File: src/rtl/pck_socket_arbiter.sv
`default_nettype none
// ============================================================================
// Module   : pck_socket_arbiter
// Purpose  : Round-robin arbiter that admits one complete frame at a time from
//            N_SRC upstream sockets. It pops FRAME_LEN words from the winner and
//            forwards them, tagged with the source index, to one module-side
//            output.
// Revision : 1.0 - initial release
// ============================================================================
module pck_socket_arbiter #(
  parameter int N_SRC      = 4,
  parameter int DATA_WIDTH = 8,
  parameter int FRAME_LEN  = 16,
  localparam int TAG_W     = (N_SRC > 1) ? $clog2(N_SRC) : 1
) (
  input  logic                        clk,
  input  logic                        rst,        // asynchronous, active-low
  input  logic [N_SRC-1:0]            src_full,
  input  logic [N_SRC-1:0]            src_dv,
  input  logic [N_SRC*DATA_WIDTH-1:0] src_data,
  output logic [N_SRC-1:0]            src_rd_en,
  input  logic                        out_empty,
  output logic [DATA_WIDTH-1:0]       out_data,
  output logic                        out_dv,
  output logic [TAG_W-1:0]            out_tag,
  output logic                        out_sof,
  output logic                        out_eof,
  output logic                        busy
);

  localparam int               CNT_W      = $clog2(FRAME_LEN + 1);
  localparam logic [CNT_W-1:0] C_LAST     = CNT_W'(FRAME_LEN - 1);
  localparam logic [CNT_W-1:0] C_FULL     = CNT_W'(FRAME_LEN);
  localparam logic [TAG_W-1:0] C_LAST_SRC = TAG_W'(N_SRC - 1);

  typedef enum logic [1:0] {
    ST_IDLE  = 2'd0,
    ST_READ  = 2'd1,
    ST_DRAIN = 2'd2
  } state_t;

  state_t                r_state;
  state_t                w_state_nxt;
  logic [TAG_W-1:0]      r_grant;
  logic [TAG_W-1:0]      r_last_grant;
  logic [TAG_W-1:0]      w_winner;
  logic [TAG_W-1:0]      w_scan_idx;
  logic                  w_found;
  logic                  w_start;
  logic                  w_dv;
  logic [DATA_WIDTH-1:0] w_sel_data;
  logic [CNT_W-1:0]      r_rd_cnt;
  logic [CNT_W-1:0]      r_dv_cnt;

  // Round-robin search: first full socket after the last grant, wrapping; the
  // last grant itself is considered last so a lone requester is still served.
  always_comb begin
    w_found    = 1'b0;
    w_winner   = r_last_grant;
    w_scan_idx = '0;
    for (int k = 1; k <= N_SRC; k++) begin
      w_scan_idx = TAG_W'((int'(r_last_grant) + k) % N_SRC);
      if (!w_found && src_full[w_scan_idx]) begin
        w_found  = 1'b1;
        w_winner = w_scan_idx;
      end
    end
  end

  // Select the granted socket's data word.
  always_comb begin
    w_sel_data = '0;
    for (int i = 0; i < N_SRC; i++) begin
      if (r_grant == TAG_W'(i)) w_sel_data = src_data[i*DATA_WIDTH +: DATA_WIDTH];
    end
  end

  // A frame is committed only from IDLE; stray or surplus dv is never accepted.
  assign w_start = (r_state == ST_IDLE) && out_empty && w_found;
  assign w_dv    = src_dv[r_grant] && (r_state != ST_IDLE) && (r_dv_cnt != C_FULL);

  // State register.
  always_ff @(posedge clk or negedge rst) begin
    if (!rst) r_state <= ST_IDLE;
    else      r_state <= w_state_nxt;
  end

  // Next-state logic; pop strobes decode from registered state and grant only.
  always_comb begin
    w_state_nxt = r_state;
    src_rd_en   = '0;
    busy        = (r_state != ST_IDLE);
    case (r_state)
      ST_IDLE: begin
        if (w_start) w_state_nxt = ST_READ;
      end
      ST_READ: begin
        src_rd_en[r_grant] = 1'b1;
        if (r_rd_cnt == C_LAST) w_state_nxt = ST_DRAIN;
      end
      ST_DRAIN: begin
        if (r_dv_cnt == C_FULL) w_state_nxt = ST_IDLE;
      end
      default: w_state_nxt = ST_IDLE;
    endcase
  end

  // Grant bookkeeping and pop/arrival counters, cleared on entry to READ.
  always_ff @(posedge clk or negedge rst) begin
    if (!rst) begin
      r_grant      <= '0;
      r_last_grant <= C_LAST_SRC;
      r_rd_cnt     <= '0;
      r_dv_cnt     <= '0;
    end else if (w_start) begin
      r_grant      <= w_winner;
      r_last_grant <= w_winner;
      r_rd_cnt     <= '0;
      r_dv_cnt     <= '0;
    end else begin
      if (r_state == ST_READ) r_rd_cnt <= r_rd_cnt + CNT_W'(1);
      if (w_dv)               r_dv_cnt <= r_dv_cnt + CNT_W'(1);
    end
  end

  // Single forwarding register stage toward the module.
  always_ff @(posedge clk or negedge rst) begin
    if (!rst) begin
      out_dv   <= 1'b0;
      out_data <= '0;
      out_tag  <= '0;
      out_sof  <= 1'b0;
      out_eof  <= 1'b0;
    end else begin
      out_dv   <= w_dv;
      out_data <= w_sel_data;
      out_tag  <= r_grant;
      out_sof  <= w_dv && (r_dv_cnt == '0);
      out_eof  <= w_dv && (r_dv_cnt == C_LAST);
    end
  end

endmodule
`default_nettype wire

File: config.mk
export PLATFORM = sky130hd
export DESIGN_NAME = pck_socket_arbiter
export DESIGN_NICKNAME = d
export VERILOG_FILES = /design/src/rtl/pck_socket_arbiter.sv
export SDC_FILE = /design/constraint.sdc
export NUM_CORES = 1
export LEC_CHECK = 0
export BUFFER_PORTS_ARGS = -buffer_cell sky130_fd_sc_hd__buf_2
export CAP_MARGIN = 20
export CORE_MARGIN = 5
export CORE_UTILIZATION = 43
export DETAILED_ROUTE_END_ITERATION = 7
export MAX_ROUTING_LAYER = met4
export PLACE_DENSITY = 0.79
export SYNTH_ARGS = -nofsm -noshare
export SYNTH_HDL_FRONTEND = slang
export SYNTH_SLANG_ARGS = --single-unit
File: constraint.sdc
create_clock -name clk -period 1.45 [get_ports clk]
set_input_delay 0.29 -clock clk [delete_from_list [all_inputs] [get_ports clk]]
set_output_delay 0.29 -clock clk [all_outputs]
set_load 0.005 [all_outputs]
# --- After elaboration in Yosys (flattened, before gate mapping) ---
# Cells that the tools add are included.
totals:
  elab_cells: 87
  register_bits: 29
  output_inout_bits: 18
classes:
  order_cmp: 6
  n_mux: 33
  eq_ne: 12
  n_reduce_logical: 20
  n_addsub: 6
ops:
  columns: ["cell", "count"]
  rows:
  - ["$mux 8", 4]
  - ["$mux 5", 4]
  - ["$lt 2x3->1 const B", 5]
  - ["$mux 2", 7]
  - ["$add 5x1->5 const B", 2]
  - ["$bmux 1 s2", 5]
  - ["$eq 5x4->1 const B", 2]
  - ["$logic_and 1x1->1", 10]
  - ["$mux 1", 10]
  - ["$eq 2x2->1 const B", 3]
  - ["$ne 2x2->1 const B", 3]
  - ["$pmux 2 s3", 1]
  - ["$reduce_bool 2->1", 3]
  - ["$eq 5x5->1 const B", 1]
  - ["$logic_not 5->1", 1]
  - ["$ne 5x5->1 const B", 1]
  - ["$add 2x1->2 const B", 2]
  - ["$add 2x2->2 const B", 2]
  - ["$eq 2x1->1 const B", 2]
  - ["$logic_not 2->1", 2]
  - ["$mux 4", 1]
  - ["$logic_not 1->1", 3]
  - ["$reduce_and 3->1", 1]
  - ["$demux 1 s2", 1]
  - ["$ge 2x1->1 const B", 1]

# --- Logic depth before layout (Yosys ltp) ---
# Gate-level depths: netlist of run 1.
depth:
  word_depth: 16
  mapped_depth: 7
  mapped_depth_nobuf: 7

# --- Worst setup path before layout of run 1 ---
# Ideal clock, no wire load.
synth_timing:
  path_kind: "reg2reg"
  start: "reg r_dv_cnt[1]"
  end: "reg r_dv_cnt[1]"
  path_stages_with_launch: 7
  slack_ns: -0.069
  synth_period_minus_slack_ns: 1.519
  arrival_time_ns: 1.427
  cell_sequence: "dfrtp_1 > inv_1 > ha_1 > or4bb_1 > nand3_4 > inv_4 > o31ai_2"
synth_between:
  elab_chain_cells: 3
  word_cells_on_any_way: 6
  classes_between: "add/sub (1); eq/ne (1); mux (2); reduce/logical (2)"
synth_lines:
  columns: ["item", "line", "text"]
  rows:
  - ["from (decl)", "53", "logic [CNT_W-1:0] r_dv_cnt;"]
  - ["from (signal assigned)", "122", "if (w_dv) r_dv_cnt <= r_dv_cnt + CNT_W'(1);"]
  - ["$ne 5x5->1", "80", "assign w_dv = src_dv[r_grant] && (r_state != ST_IDLE) && (r_dv_cnt != C_FULL);"]
  - ["$logic_and 1x1->1", "80", null]
  - ["net w_dv", "50", "logic w_dv;"]
  - ["$reduce_bool 2->1 (no source line)", null, null]
# The timed path passes the listed nets, and every way through them passes these cells. The select of a mux whose other input is x is not followed.
# A chain may end at the register's enable or synchronous reset.

# --- Final worst setup path of run 1 ---
# Same ends and word-level chain as after synthesis.

==> flow_summary_export.csv, run 1 <==
group,metric,value,unit
run_status,status,"finished, violations left",
run_status,violations,"setup timing",
setup_path,crit_cells,6,
logic_synthesis,syn-cell-area,0.00146,mm^2
worst_hold_path,holdPathStages,2,
setup_path,required,1.69,ns
logic_synthesis,yosysSeqAreaShare,49.7,%
sta,maxSlewHeadroom,58.1,%
logic_synthesis,synth_seq_cells,29,
placed_design,pre_cts_slack,-0.0783,ns
logic_synthesis,syn_nets,171,
global_routing,grt_overflow,0,
die,initial_core_util,44.2,%
power,max-vdd-ir-drop,740,uV
logic_synthesis,synth_top_family_by_area,"simple AND/OR/NAND/NOR gates",
worst_hold_path,hp-start,"src_data[2]",
routing,via_count,1421,
global_routing,grt_pass1_wl,6120,um
sta,fin_crit_sh,107,%
global_routing,antenna_found_initial,0,
sta,max_freq,646,MHz
final_layout,fin_nets,276,
setup_path,arrival,1.79,ns
clock_network,cts-buffers-inserted,5,
power,switching_share,36.8,%
die,die-area,0.00467,mm^2
die,io_pins,61,
placed_design,placedCellCount,242,
logic_synthesis,yosys_warnings,0,
global_routing,grt_use_total,18.8,%
clock_network,clockBufferDepth,2,
clock_network,clk_latency,0.33,ns
sta,setup_ws,-0.0974,ns
routing,drtAntennaViolNets,0,
setup_path,startpoint_type,"flop",
logic_synthesis,synth_cells,123,
run,max_cap_violations,0,
setup_path,crit-reg2reg-capture,"r_dv_cnt[1]",
power,pwr-share-seq,30.9,%
power,p_per_area,1990,mW/mm^2
setup_path,regToRegSetupSlack,-0.1,ns
final_layout,antenna_cells,0,
placed_design,dpl.hpwl,2760,um
power,p_int,2.90,mW
global_routing,grt_max_degree,30,
routing,wl,4290,um
logic_synthesis,synth-simple-area-share,16.1,%
die,fp.coreArea,0.00331,mm^2
final_layout,layout_common_cells,"buf_2 (59), buf_4 (36), dfrtp_1 (24), nand2_1 (14), nor2_1 (7)",
setup_path,r2r_cells,6,
setup_path,slowest_stage,"or4bb_4",
die,die_y,68.3,um
die,num_rows,21,
routing,viasPerCell,5.17,
routing,drt_first_pass_iters,4,
setup_path,critPathKind,"flop to flop",
power,clkPwrFrac,10.2,%
setup_path,path_buf_inv,2,
final_layout,final_cells,275,
placed_design,io_buffer_count,60,
global_routing,grt_pass1_vias,1376,
setup_path,endpoint_kind,"flop",
setup_path,crit-reg2reg-launch,"r_dv_cnt[1]",
final_layout,final_common_cell,"buf_2",
placed_design,gp_congestion,0.879,
logic_synthesis,synth_area_per_cell,11.9,um^2
die,die_x,68.3,um
sta,rsz0062_at_grt,"yes",
sta,tightest_slew,0.628,ns
clock_network,clockRootBuffer,"clkbuf_4",
logic_synthesis,synth_compound_area_share,8.97,%
setup_path,critical_path.max_stage_delay,0.49,ns
routing,wl_per_cell,15.6,um
clock_network,cts.reportedPaths.clkPinSlew,0.09,ns
sta,fin_crit,1.55,ns
sta,setup_violations,12,
clock_network,cts.sinks,29,
logic_synthesis,ys.flop_type,"dfrtp_1",
final_layout,drive_gt1_share,62.4,%
clock_network,htreeDepth,2,
setup_path,crit_chain,"inv_2 > ha_4 > or4bb_4 > nand3_4 > inv_4 > o31ai_2",
logic_synthesis,yosys.area_share.xor_xnor,1.20,%
routing,drc,0,
power,switching_power,1.69,mW
worst_hold_path,holdPathEnd,"out_data[2]",
power,power.leakage,1.15,nW
worst_hold_path,worstHoldPathType,"primary input to flop",
logic_synthesis,synthAdderAreaFrac,4.27,%
sta,hold_violations,0,
sta,drv_slew,0,
setup_path,worstPathMaxFanout,7,
logic_synthesis,synth_edf_count,0,
final_layout,syn_to_final_growth,57.4,%
logic_synthesis,ys_types,35,
logic_synthesis,synthMuxAreaShare,14.6,%
logic_synthesis,async_reset_ff_share,100,%
sta,finClkSkew,0.0112,ns
clock_network,cts_tree,"built",
routing,drt_iter0_markers,74,
power,comb_power_share,58.8,%
setup_path,crit_family,"simple AND/OR/NAND/NOR gates",
synthesized netlist by cell type (2+ instances only):
cell type  number  area (um^2)
ha_1            5         62.6
nand2_1        15         56.3
dfrtp_1        27          676
dfstp_2         2         52.6
buf_6           2         22.5
o21ai_0         9         45.0
o211ai_1        2         15.0
nor2b_1         2         12.5
o221ai_1        2         17.5
mux4_1          3         78.8
nand3_1         6         30.0
nor2_1          8         30.0
and3_1          3         18.8
mux4_2          6          135
o31ai_1         2         15.0
nor3_1          2         10.0
xor2_1          2         17.5
inv_1           8         30.0
final cells by class:
cell class / count / area (um^2)
Inverter: 9 / 41.3
Fill cell: 227 / 1010
Clock buffer: 5 / 37.5
Timing Repair Buffer: 103 / 677
Tap cell: 46 / 57.6
Clock inverter: 3 / 17.5
Sequential cell: 29 / 732
Multi-Input combinational cell: 80 / 742
per-layer routing:
metal | share of wire (%) | vias to the layer above | track usage (%)
li1 | - | 659 | -
met1 | 37 | 668 | 19.1
met2 | 47 | 76 | 31.2
met3 | 12 | 18 | 6.40
met4 | 4.4 | 0 | 11.7
met5 | 0 | - | -
power by group through the flow:
stage	logic [mW]	registers, mW	clock network, mW
floorplan	1.06	1.43	0
global placement	1.81	1.41	0
detailed placement	1.85	1.42	0
CTS	2.28	1.41	0.489
global route	2.93	1.47	0.537
finish	2.70	1.42	0.470
flip-flops by register name, summed over array words and instances, names as in the netlist:
register	flops
r_state	2
out_tag	2
out_eof	1
out_data	8
out_sof	1
r_last_grant	2
r_rd_cnt	5
r_grant	2
r_dv_cnt	5
out_dv	1
worst max path at each step:
| stage | startpoint | end |
|---|---|---|
| 2_1_floorplan | r_dv_cnt[1] | r_dv_cnt[1] |
| 3_5_place_dp | r_dv_cnt[1] | out_eof |
| 3_3_place_gp | r_dv_cnt[1] | r_dv_cnt[1] |
| 4_1_cts | r_state[0] | src_rd_en[3] |
| 6_report | r_dv_cnt[1] | r_dv_cnt[1] |
| 5_1_grt | r_dv_cnt[0] | r_dv_cnt[1] |
cells by family after synthesis:
group                      count (synthesis)
xor gates and xnor gates                   2
adders and majority gates                  5
AOI/OAI and AO/OA                         20
DFF                                       29
muxes                                      9
and+or+nand+nor                           44
buffers and inverters                     14
what timing repair did:
action / in CTS / in global routing
cloned: 0 / 1
hold buffers: 1 / 0
buffers inserted: 9 / 14
setup endpoints to repair: 10 / 15
hold endpoints to repair: 27 / 0
resized for setup: 25 / 9
pin swaps: 5 / 9
stage by stage:
stage                     util (%)  TNS [ns]  hold slack [ns]  power, mW  area, um^2
after floorplan                  -   -0.0599         -0.00559       2.49        1470
after global placement        58.5   -0.0688            0.338       3.22        1940
after detailed placement      58.5    -0.253            0.341       3.27        1940
after CTS                     65.1    -0.426            0.262       4.18        2160
after global routing          69.6     -1.61            0.248       4.94        2300
final                         69.6    -0.628            0.277       4.59        2300
Power figures use the tool's default switching activity.
==> inputs of run 2 (changes only) <==
--- a/config.mk
+++ b/config.mk
@@ -10,6 +10,7 @@
 export CORE_MARGIN = 5
 export CORE_UTILIZATION = 43
 export DETAILED_ROUTE_END_ITERATION = 7
+export GPL_TIMING_DRIVEN = 0
 export MAX_ROUTING_LAYER = met4
 export PLACE_DENSITY = 0.79
 export SYNTH_ARGS = -nofsm -noshare
==> run 2 against run 1 <==
The run still ends with setup timing left. Sequential share of layout area increased by 2.8 points. Core utilization decreased by 5.5 points. Clock skew decreased by 0.0024 ns.
==> flow_summary_export.csv, run 2 (synthesis results as in run 1) <==
group,metric,value,unit
setup_path,worstPathMaxFanout,5,
power,p_per_area,1990,mW/mm^2
final_layout,fin_nets,254,
global_routing,grt_use_total,16.9,%
setup_path,crit-reg2reg-launch,"r_dv_cnt[1]",
global_routing,antenna_found_initial,0,
sta,rsz0062_at_grt,"yes",
run,max_cap_violations,0,
sta,setup_violations,12,
final_layout,layout_common_cells,"buf_2 (59), dfrtp_1 (23), nand2_1 (14), buf_4 (13), nor2_1 (7)",
sta,drv_slew,0,
worst_hold_path,worstHoldPathType,"primary input to flop",
run_status,violations,"setup timing",
final_layout,final_common_cell,"buf_2",
die,die_x,68.3,um
setup_path,endpoint_kind,"flop",
run_status,status,"finished, violations left",
die,num_rows,21,
sta,hold_slack,0.278,ns
clock_network,clk_latency,0.33,ns
setup_path,arrival,1.82,ns
sta,maxSlewHeadroom,58.3,%
placed_design,io_buffer_count,60,
die,die-area,0.00467,mm^2
routing,met1Wirelength,1480,um
routing,drt_first_pass_iters,4,
final_layout,largest_reg_flops,8,
global_routing,grt_max_degree,30,
routing,drc,0,
placed_design,dpl.hpwl,2510,um
global_routing,grt_overflow,0,
setup_path,critPathKind,"flop to flop",
die,initial_core_util,44.2,%
final_layout,drive_gt1_share,56.5,%
routing,viasPerCell,5.15,
sta,max_freq,639,MHz
setup_path,r2r_cells,7,
final_layout,antenna_cells,0,
final_layout,utilization,64.1,%
routing,wl_per_cell,14.8,um
setup_path,crit-reg2reg-capture,"r_dv_cnt[4]",
final_layout,regMostFlops,"out_data",
sta,hold_violations,0,
clock_network,clockBufferDepth,2,
power,power.leakage,1.04,nW
global_routing,grt_pass1_wl,5550,um
placed_design,gp_congestion,0.769,
setup_path,regToRegSetupSlack,-0.12,ns
routing,highest_layer,"met4",
routing,met2_length,1720,um
sta,finClkSkew,0.00888,ns
die,fp.coreArea,0.00331,mm^2
routing,met3_length,475,um
clock_network,cts-buffers-inserted,5,
sta,tightest_slew,0.625,ns
clock_network,cts_tree,"built",
power,max-vdd-ir-drop,663,uV
setup_path,required,1.71,ns
worst_hold_path,holdPathEnd,"out_data[6]",
worst_hold_path,holdPathStages,2,
setup_path,startpoint_type,"flop",
sta,fin_crit,1.57,ns
clock_network,cts.sinks,29,
die,io_pins,61,
clock_network,cts.reportedPaths.clkPinSlew,0.09,ns
routing,wl,3740,um
routing,drt_iter0_markers,79,
clock_network,htreeDepth,2,
sta,fin_crit_sh,108,%
die,die_y,68.3,um
final_layout,syn_to_final_growth,45.0,%
routing,via_count,1302,
routing,drtAntennaViolNets,0,
global_routing,grt_pass1_vias,1229,
sta,setup_ws,-0.116,ns
final_layout,biggestRegsByFlops,"out_data: 8 flops, r_dv_cnt: 5 flops, r_rd_cnt: 5 flops",
worst_hold_path,hp-start,"src_data[22]",
clock_network,clockRootBuffer,"clkbuf_4",
==> run 2: what timing repair did <==
action / 4_1_cts / 5_1_grt
gates resized for setup: 24 / 11
setup buffers: 11 / 5
endpoints found under the setup margin: 10 / 18
endpoints found under the hold margin: 27 / 0
hold buffers: 1 / 0
gates cloned: 0 / 0
pin swaps: 7 / 5
==> run 2: metrics by stage <==
stage	instances	setup TNS, ns	worst slack [ns]	instance area (um^2)	power (mW)
after CTS	249	-0.646	-0.0952	2060	4.00
final	253	-0.665	-0.116	2120	4.22
after detailed placement	229	-0.735	-0.148	1830	3.05
after global placement	229	-0.487	-0.122	1830	3.00
after global routing	253	-1.57	-0.193	2120	4.55
after floorplan	123	-0.0599	-0.0309	1470	2.49
==> run 2: critical path, cell delays in order (launching register included) <==
cell     delay [ns]
dfrtp_1        0.40
inv_2          0.09
ha_4           0.13
or4bb_4        0.48
nand3_4        0.12
buf_4          0.14
nand3_2        0.07
o21ai_2        0.06
==> run 2: layout make-up <==
class | instances | area, um^2
Clock buffer | 6 | 41.3
Buffer | 4 | 51.3
Clock inverter | 2 | 10.0
Multi-Input combinational cell | 80 | 746
Sequential cell | 29 | 733
Inverter | 9 | 36.3
Tap cell | 46 | 57.6
Fill cell | 254 | 1190
Timing Repair Buffer | 77 | 448
==> run 2: where the power goes <==
part | total, mW | switching, mW | internal, mW
combinational | 2.32 | 1.06 | 1.26
sequential | 1.45 | 0.245 | 1.21
clock | 0.455 | 0.271 | 0.184
==> run 2: worst max-delay path by stage <==
stage                      from           to  cells after the start  slack (ns)
floorplan           r_dv_cnt[1]  r_dv_cnt[1]                      6       -0.03
global placement    r_dv_cnt[0]  r_dv_cnt[1]                      6       -0.12
detailed placement  r_dv_cnt[0]  r_dv_cnt[1]                      6       -0.15
CTS                 r_dv_cnt[1]  r_dv_cnt[1]                      6        -0.1
global route        r_dv_cnt[1]  r_dv_cnt[4]                      7       -0.19
finish              r_dv_cnt[1]  r_dv_cnt[4]                      7       -0.12
==> run 2: metal layers <==
| metal | track usage [%] | up-vias |
|---|---|---|
| li1 | - | 613 |
| met1 | 18.6 | 606 |
| met2 | 26.5 | 77 |
| met3 | 7.39 | 6 |
| met4 | 7.69 | 0 |
| met5 | - | - |
==> inputs of run 3 (changes only) <==
--- a/config.mk
+++ b/config.mk
@@ -7,6 +7,7 @@
 export LEC_CHECK = 0
 export BUFFER_PORTS_ARGS = -buffer_cell sky130_fd_sc_hd__buf_2
 export CAP_MARGIN = 20
+export CORE_ASPECT_RATIO = 0.8
 export CORE_MARGIN = 5
 export CORE_UTILIZATION = 43
 export DETAILED_ROUTE_END_ITERATION = 7
==> constraint.sdc (replaced) <==
create_clock -name clk -period 1.29 [get_ports clk]
set_input_delay 0.258 -clock clk [delete_from_list [all_inputs] [get_ports clk]]
set_output_delay 0.258 -clock clk [all_outputs]
set_load 0.005 [all_outputs]
==> run 3 against run 2 <==
Global-route usage is 0.74 points higher. Clock power rose by 67%. The flow still finishes with violations (setup timing). First-iteration DRC count rose by 89%. Critical path type unchanged. Via count is 2.5% higher. Highest routed layer unchanged. Worst hold slack lost 0.28 ns. Critical path depth fell by 1. Sequential share of layout area shrank 0.22 points.
==> flow_summary_export.csv, run 3 (synthesis results as in run 1) <==
group,metric,value,unit
worst_hold_path,worstHoldPathType,"primary input to async pin",
placed_design,io_buffer_count,60,
run_status,violations,"setup timing",
routing,drt_first_pass_iters,4,
clock_network,cts.sinks,29,
placed_design,gp_congestion,0.769,
setup_path,endpoint_kind,"flop",
clock_network,htreeDepth,2,
final_layout,utilization,63.6,%
die,die_y,62.2,um
sta,finClkSkew,0.00394,ns
routing,wl_per_cell,17.6,um
power,finalPower,5.00,mW
die,io_pins,61,
placed_design,dpl.hpwl,2740,um
sta,hold_slack,0.00131,ns
final_layout,syn_to_final_growth,45.7,%
global_routing,grt_pass1_wl,6120,um
die,fp.coreArea,0.00335,mm^2
clock_network,clockRootBuffer,"clkbuf_8",
final_layout,antenna_cells,0,
final_layout,drive_gt1_share,59.1,%
final_layout,final_cells,250,
clock_network,cts_tree,"built",
final_layout,final_common_cell,"buf_2",
power,power.leakage,1.04,nW
final_layout,fin_nets,255,
sta,setup_violations,19,
run,max_cap_violations,0,
final_layout,layout_common_cells,"buf_2 (60), dfrtp_1 (24), buf_4 (18), nand2_1 (12), mux4_2 (9)",
routing,drt_iter0_markers,149,
sta,rsz0062_at_grt,"yes",
setup_path,arrival,1.83,ns
routing,drc,0,
clock_network,cts-buffers-inserted,5,
global_routing,grt_pass1_vias,1326,
routing,via_count,1335,
die,die-area,0.00468,mm^2
routing,wl,4400,um
run_status,status,"finished, violations left",
final_layout,largest_reg_flops,8,
sta,setup_ws,-0.374,ns
clock_network,clockBufferDepth,2,
clock_network,cts.reportedPaths.clkPinSlew,0.06,ns
sta,maxSlewHeadroom,57.8,%
sta,fin_crit_sh,129,%
sta,tightest_slew,0.632,ns
clock_network,clk_latency,0.28,ns
placed_design,placedCellCount,225,
global_routing,grt_use_total,17.7,%
setup_path,required,1.46,ns
global_routing,grt_overflow,0,
setup_path,worstPathMaxFanout,7,
final_layout,biggestRegsByFlops,"out_data: 8 flops, r_dv_cnt: 5 flops, r_rd_cnt: 5 flops",
setup_path,startpoint_type,"flop",
final_layout,regMostFlops,"out_data",
routing,viasPerCell,5.34,
setup_path,critPathKind,"flop to flop",
power,p_per_area,2340,mW/mm^2
sta,drv_slew,0,
power,max-vdd-ir-drop,767,uV
sta,fin_crit,1.66,ns
die,num_rows,19,
clock_network,ctsHoldBuffers,0,
routing,drtAntennaViolNets,0,
die,die_x,75.2,um
global_routing,antenna_found_initial,0,
sta,hold_violations,0,
die,initial_core_util,43.7,%
global_routing,grt_max_degree,30,
sta,max_freq,601,MHz
==> run 3: cell types whose count changed in the layout (fill, tap and decap cells not counted), moves of 2 or more <==
cell and change:
o31ai_2 +2, nand2_2 +3, buf_4 +5, buf_6 -5, clkbuf_4 -5, mux4_1 -3, nand3_2 -2, clkinv_2 -2
clkbuf_8 +5, mux4_2 +3, nand3_1 +2, nand2_1 -2
==> run 3: area by class of cell <==
| class | count | area (um^2) |
|---|---|---|
| Clock buffer | 8 | 90.1 |
| Inverter | 9 | 36.3 |
| Tap cell | 42 | 52.6 |
| Timing Repair Buffer | 79 | 454 |
| Sequential cell | 29 | 732 |
| Buffer | 3 | 42.5 |
| Fill cell | 256 | 1220 |
| Multi-Input combinational cell | 80 | 726 |
==> run 3: stage by stage <==
step / setup TNS (ns) / worst slack (ns) / cell area (um^2)
3_5_place_dp: -4.21 / -0.333 / 1830
6_report: -3.02 / -0.374 / 2130
4_1_cts: -2.43 / -0.302 / 2050
2_1_floorplan: -0.965 / -0.191 / 1470
3_3_place_gp: -3.46 / -0.254 / 1830
5_1_grt: -4.02 / -0.405 / 2130
==> run 3: routing by layer <==
layer | routed length (um) | vias to the layer above | global-route usage [%]
met5 | 0 | - | -
met4 | 46 | 0 | 5.68
met3 | 516 | 5 | 5.48
met2 | 2130 | 65 | 29.0
met1 | 1710 | 655 | 20.3
li1 | - | 610 | -
==> run 3: path summary, 6_finish.rpt <==
path | to | startpoint | depth (start not counted) | slack [ns]
setup / recovery | r_dv_cnt[2] | r_dv_cnt[1] | 6 | -0.37
hold / removal | out_data[5] | rst | 1 | 0.001
setup reg to reg | r_dv_cnt[2] | r_dv_cnt[1] | 6 | -0.37
hold reg to reg | r_last_grant[1] | r_last_grant[1] | 2 | 0.49
max in group asynchronous | r_state[0] | rst | 1 | 0.84
min in group clk | out_data[0] | src_data[24] | 2 | 0.31
==> run 3: repair_timing <==
| item | 4_1_cts | 5_1_grt |
|---|---|---|
| setup endpoints to repair | 21 | 23 |
| setup buffers | 11 | 8 |
| pin swaps | 6 | 5 |
| gates resized for setup | 27 | 8 |
==> run 3: worst max-delay path, cell delays in order (launching register included) <==
cell      delay [ns]
dfrtp_1         0.40
inv_2           0.08
ha_2            0.18
or4bb_4         0.49
nand3_4         0.14
o211ai_1        0.14
o31ai_2         0.12
==> run 3: report_power, final <==
group / internal [mW] / leakage (nW) / switching (mW)
registers: 1.36 / 0.348 / 0.322
logic: 1.36 / 0.648 / 1.21
clock network: 0.434 / 0.0455 / 0.324
total: 3.15 / 1.04 / 1.85
